File: src/rtl/mantle_arr_tuple_serializer.sv
// Parallel-to-serial converter: captures a 4-element array of {bit, W1-bit} tuples
// and streams the slice [LO, HI) one element per valid/ready handshake.
module mantle_arr_tuple_serializer #(
  parameter int W1      = 2,
  parameter int LO      = 0,
  parameter int HI      = 4,
  parameter int REVERSE = 0
) (
  input  logic          CLK,
  input  logic          RESET,
  input  logic          in_valid,
  output logic          in_ready,
  input  logic          in_0__0,
  input  logic [W1-1:0] in_0__1,
  input  logic          in_1__0,
  input  logic [W1-1:0] in_1__1,
  input  logic          in_2__0,
  input  logic [W1-1:0] in_2__1,
  input  logic          in_3__0,
  input  logic [W1-1:0] in_3__1,
  output logic          out_valid,
  input  logic          out_ready,
  output logic          out__0,
  output logic [W1-1:0] out__1,
  output logic [1:0]    out_idx,
  output logic          out_last
);

  localparam logic [1:0] START_IDX = (REVERSE != 0) ? 2'(HI - 1) : 2'(LO);
  localparam logic [1:0] LAST_IDX  = (REVERSE != 0) ? 2'(LO) : 2'(HI - 1);

  typedef enum logic {IDLE, SEND} state_t;

  state_t              state, state_nxt;
  logic [1:0]          cnt, cnt_nxt;
  logic [3:0]          arr_f0;
  logic [3:0][W1-1:0]  arr_f1;
  logic                in_fire, out_fire;

  // Element selection is a pure mux of the held array by the index counter.
  assign out_valid = (state == SEND);
  assign out_last  = out_valid && (cnt == LAST_IDX);
  assign out__0    = arr_f0[cnt];
  assign out__1    = arr_f1[cnt];
  assign out_idx   = cnt;
  assign out_fire  = out_valid && out_ready;
  // Combinational from out_ready so the next array loads as the last element retires.
  assign in_ready  = (state == IDLE) || (out_fire && out_last);
  assign in_fire   = in_valid && in_ready;

  always_comb begin
    // NOTE: defaults first so every path assigns every output; no latch is inferred.
    state_nxt = state;
    cnt_nxt   = cnt;
    if (in_fire) begin
      state_nxt = SEND;
      cnt_nxt   = START_IDX;
    end else if (out_fire) begin
      if (out_last) state_nxt = IDLE;
      else          cnt_nxt   = (REVERSE != 0) ? cnt - 2'd1 : cnt + 2'd1;
    end
  end

  // NOTE: sequential state uses non-blocking assignments so all registers update together.
  always_ff @(posedge CLK) begin
    if (RESET) begin
      state  <= IDLE;
      cnt    <= '0;
      // NOTE: the array buffer is reset so the muxed outputs read zero out of reset.
      arr_f0 <= '0;
      arr_f1 <= '0;
    end else begin
      state <= state_nxt;
      cnt   <= cnt_nxt;
      if (in_fire) begin
        arr_f0 <= {in_3__0, in_2__0, in_1__0, in_0__0};
        arr_f1 <= {in_3__1, in_2__1, in_1__1, in_0__1};
      end
    end
  end

endmodule

File: config.mk
export PLATFORM = sky130hd
export DESIGN_NAME = mantle_arr_tuple_serializer
export DESIGN_NICKNAME = d
export VERILOG_FILES = /design/src/rtl/mantle_arr_tuple_serializer.sv
export SDC_FILE = /design/constraint.sdc
export NUM_CORES = 1
export LEC_CHECK = 0
export CAP_MARGIN = 0
export CELL_PAD_IN_SITES_DETAIL_PLACEMENT = 0
export CELL_PAD_IN_SITES_GLOBAL_PLACEMENT = 1
export CORE_MARGIN = 5
export CORE_UTILIZATION = 34
export CTS_CLUSTER_SIZE = 24
export DETAILED_ROUTE_END_ITERATION = 16
export PLACE_DENSITY_LB_ADDON = 0.05
export SYNTH_ARGS = -nofsm -noshare
export SYNTH_HDL_FRONTEND = slang
export SYNTH_SLANG_ARGS = --single-unit
File: constraint.sdc
create_clock -name CLK -period 2.03 [get_ports CLK]
set_clock_uncertainty 0.1 [all_clocks]
set_input_delay 0.406 -clock CLK [delete_from_list [all_inputs] [get_ports CLK]]
set_output_delay 0.406 -clock CLK [all_outputs]
set_load 0.01 [all_outputs]
==> summary.txt <==
Flow run
  – Max Cap Viol: 0

Die
  – IO Pins: 24
  – Die area: ~3400 µm²
  – Row Count: 17
  – Starting density of the core: 0.354
  – Area of the core: 2210 µm²
  – Die Y: 58.0 µm
  – Die width: 58.0 µm

Placed design
  – Dpl hpwl: 1100 µm
  – Pre-CTS WS: -57.2 ps
  – Placed Area: 1050 µm²
  – Buffers on Ports: 23
  – RePlAce Congestion: 0.711

Setup path
  – CP Capture Type: output port
  – Slowest-stage cell, CP: mux4_2
  – R2R setup slack: 490 ps
  – RR Endpoint: arr_f1[1]
  – Reg-to-Reg Start: out_idx[0]
  – Critical path type: reg2out
  – Crit path required time: 1520 ps
  – Worst path arrival time: 1460 ps
  – Critical Path Source: out_idx[0]
  – Max FO, Critical Path: 5
  – Worst path max stage delay: 490 ps
  – Reg2Reg Depth: 7
  – Crit path capture: out__1[1]
  – Worst Setup Start Kind: register
  – CP cell instances: mux4_2 -> dlygate4sd2_1

Timing
  – Slew headroom: 0.860
  – Final hold violation count: 0
  – Setup repair after global routing missed its margin: false
  – Final setup fails: 0
  – PnR worst setup slack: about 66 ps
  – Hold_ws: 374 ps
  – Highest Clock Rate: just over 500 MHz
  – Pins over their slew limit: 0
  – Final Cycle Share: 0.967
  – Period minus WS final: 1960 ps
  – Least-Margin Pin Slew: 211 ps
  – Setup TNS: 0 ps

Pwr
  – Pwr/cell area: approximately 550 nW/µm²
  – Leak: 0.464 nW
  – Tot Pwr: 0.000612 W
  – Peak supply drop: approximately 0.46 mV

Cells and area
  – Post-route cell area: 1110 µm²
  – Share of layout cells above drive strength 1: 0.210
  – Commonest non-fill, non-tap cell in the layout: nand2b_1
  – Area delta synth->final: 41.8%
  – Storage cell area: 308 µm²
  – Most frequent cells in the layout: nand2b_1, clkdlybuf4s50_1, mux2i_1, dfxtp_1, buf_4
  – Antenna diodes: 0
  – Area taken by multi-input logic gates: 452 µm²
  – Final net count: 118
  – Fillers: 228

GRT
  – First-pass GRT wire length: 2410 µm
  – Gr usage total: 0.0972
  – Vias in the first global route: 600
  – Initial antenna violation count: 0
  – Total global routing overflow: 0
  – Largest net degree at the start of global routing: 28

Detailed routing
  – First-pass DRT Iterations: 2
  – Via density: 4.56
  – Routed WL per cell: 11.6 µm
  – DRC: 0
  – Vias: approximately 600
  – Number of DRC markers in iteration 0: 1
  – ANT nets after route: 0
  – Final WL: 1490 µm

Logic synthesis
  – Post-synthesis sequential area ratio: 0.384
  – Ys flop type: dfxtp_1
  – Share of the synthesized area in the top cell type: 0.384
  – Synthesized flop and latch total: 15
  – Top post-synthesis cells by area: dfxtp_1, nand2b_1, mux2i_1, mux4_2, buf_12
  – Async S/R FF share, synth: 0
  – Post-synth EDFFs: 0
  – Yosys top cell by area: dfxtp_1
  – Syn Inst Count: 70
  – Post-synth net total: between 80 and 90
  – Library cells used by synthesis: 16
  – Synthesized area per cell: between 10 and 15 µm²
  – Post-Syn Area: between 700 and 800 µm²
  – Syn. warnings: 0

Outcome
  – Status: completed

Clock tree
  – Num CTS Buffers: 3
  – CTS tree: built
  – Root buffer cell: clkbuf_4
  – Worst-Skew Late Latency: 280 ps
  – Hold buffers post-CTS: 0
  – Clk slew on worst S/H paths: approximately 90 ps
  – CTS sink cnt: 15
  – CTS H-tree lvls: 1
  – Clock Path Buffers: 2

Hold path
  – Worst min path class: reg2reg
==> power breakdown <==
part / internal [W] / total, W / switching (W)
Clock: 0.0000762 / 0.000170 / 0.0000942
Combinational: 0.0000782 / 0.000121 / 0.0000430
Sequential: 0.000310 / 0.000320 / 0.0000103
==> registers in the layout (all words and copies together), names as in the netlist <==
register and cells:
arr_f0 4, arr_f1 8, out_idx 2, out_valid 1
==> through the flow <==
| step | cells | util |
|---|---|---|
| global route | 128 | 0.501 |
| finish | 128 | 0.501 |
| global placement | 123 | 0.476 |
| CTS | 127 | 0.495 |
| floorplan | 70 | - |
| detailed placement | 123 | 0.476 |
==> critical path: cells and delay by family, from the launching register on <==
kind	cells	cell delay, ps
buf+inv	1	300
flops	1	390
mux	1	490
==> Yosys cell counts (all sizes together), types with 2 or more instances <==
library cell	n
clkbuf	2
nor3	2
dfxtp	15
mux2i	13
mux4	3
buf	2
nor2	2
nand2b	24
==> worst min path at each step <==
| stage | startpoint | to | slack, ps | cells past startpoint |
|---|---|---|---|---|
| detailed placement | arr_f0[1] | arr_f0[1] | 360 | 2 |
| finish | arr_f1[5] | arr_f1[5] | 370 | 2 |
| CTS | arr_f1[5] | arr_f1[5] | 380 | 2 |
| floorplan | arr_f0[2] | arr_f0[2] | 350 | 2 |
| global route | arr_f0[0] | arr_f0[0] | 400 | 2 |
| global placement | arr_f1[2] | arr_f1[2] | 360 | 2 |
==> per-layer routing <==
metal  part of all wire  wire (µm)  vias to the layer above  GRT usage
met5                  0          0                        -          0
met4             0.0087         13                        0     0.0298
met3              0.081        120                        2     0.0579
met2               0.49        727                       17      0.174
met1               0.42        627                      267     0.0923
li1                   -          -                      298          -
==> logic make-up after synthesis <==
logic type	count (synthesis)	share of synthesized area
muxes	16	0.253
AOI/OAI and AO/OA	1	0.0240
and+or+nand+nor	31	0.258
xor gates and xnor gates	1	0.0112
DFF	15	0.384
adders and majority gates	1	0.0160
buffers and inverters	5	0.0544
==> repair_timing <==
action	in CTS	in global routing
gates resized for setup	10	3
setup buffers	0	1
pin swaps	0	0
gates cloned	0	0
endpoints found under the setup margin	5	5
==> layout make-up <==
| type | instances | share of cell area |
|---|---|---|
| sequential | 15 | 0.278 |
| timing repair buffer | 30 | 0.256 |
| clock buffer | 4 | 0.0237 |
| tap | 28 | 0.0316 |
| multi-input combinational | 50 | 0.407 |
| inverter | 1 | 0.00339 |
Note: power is estimated with default switching activity, not from simulation.
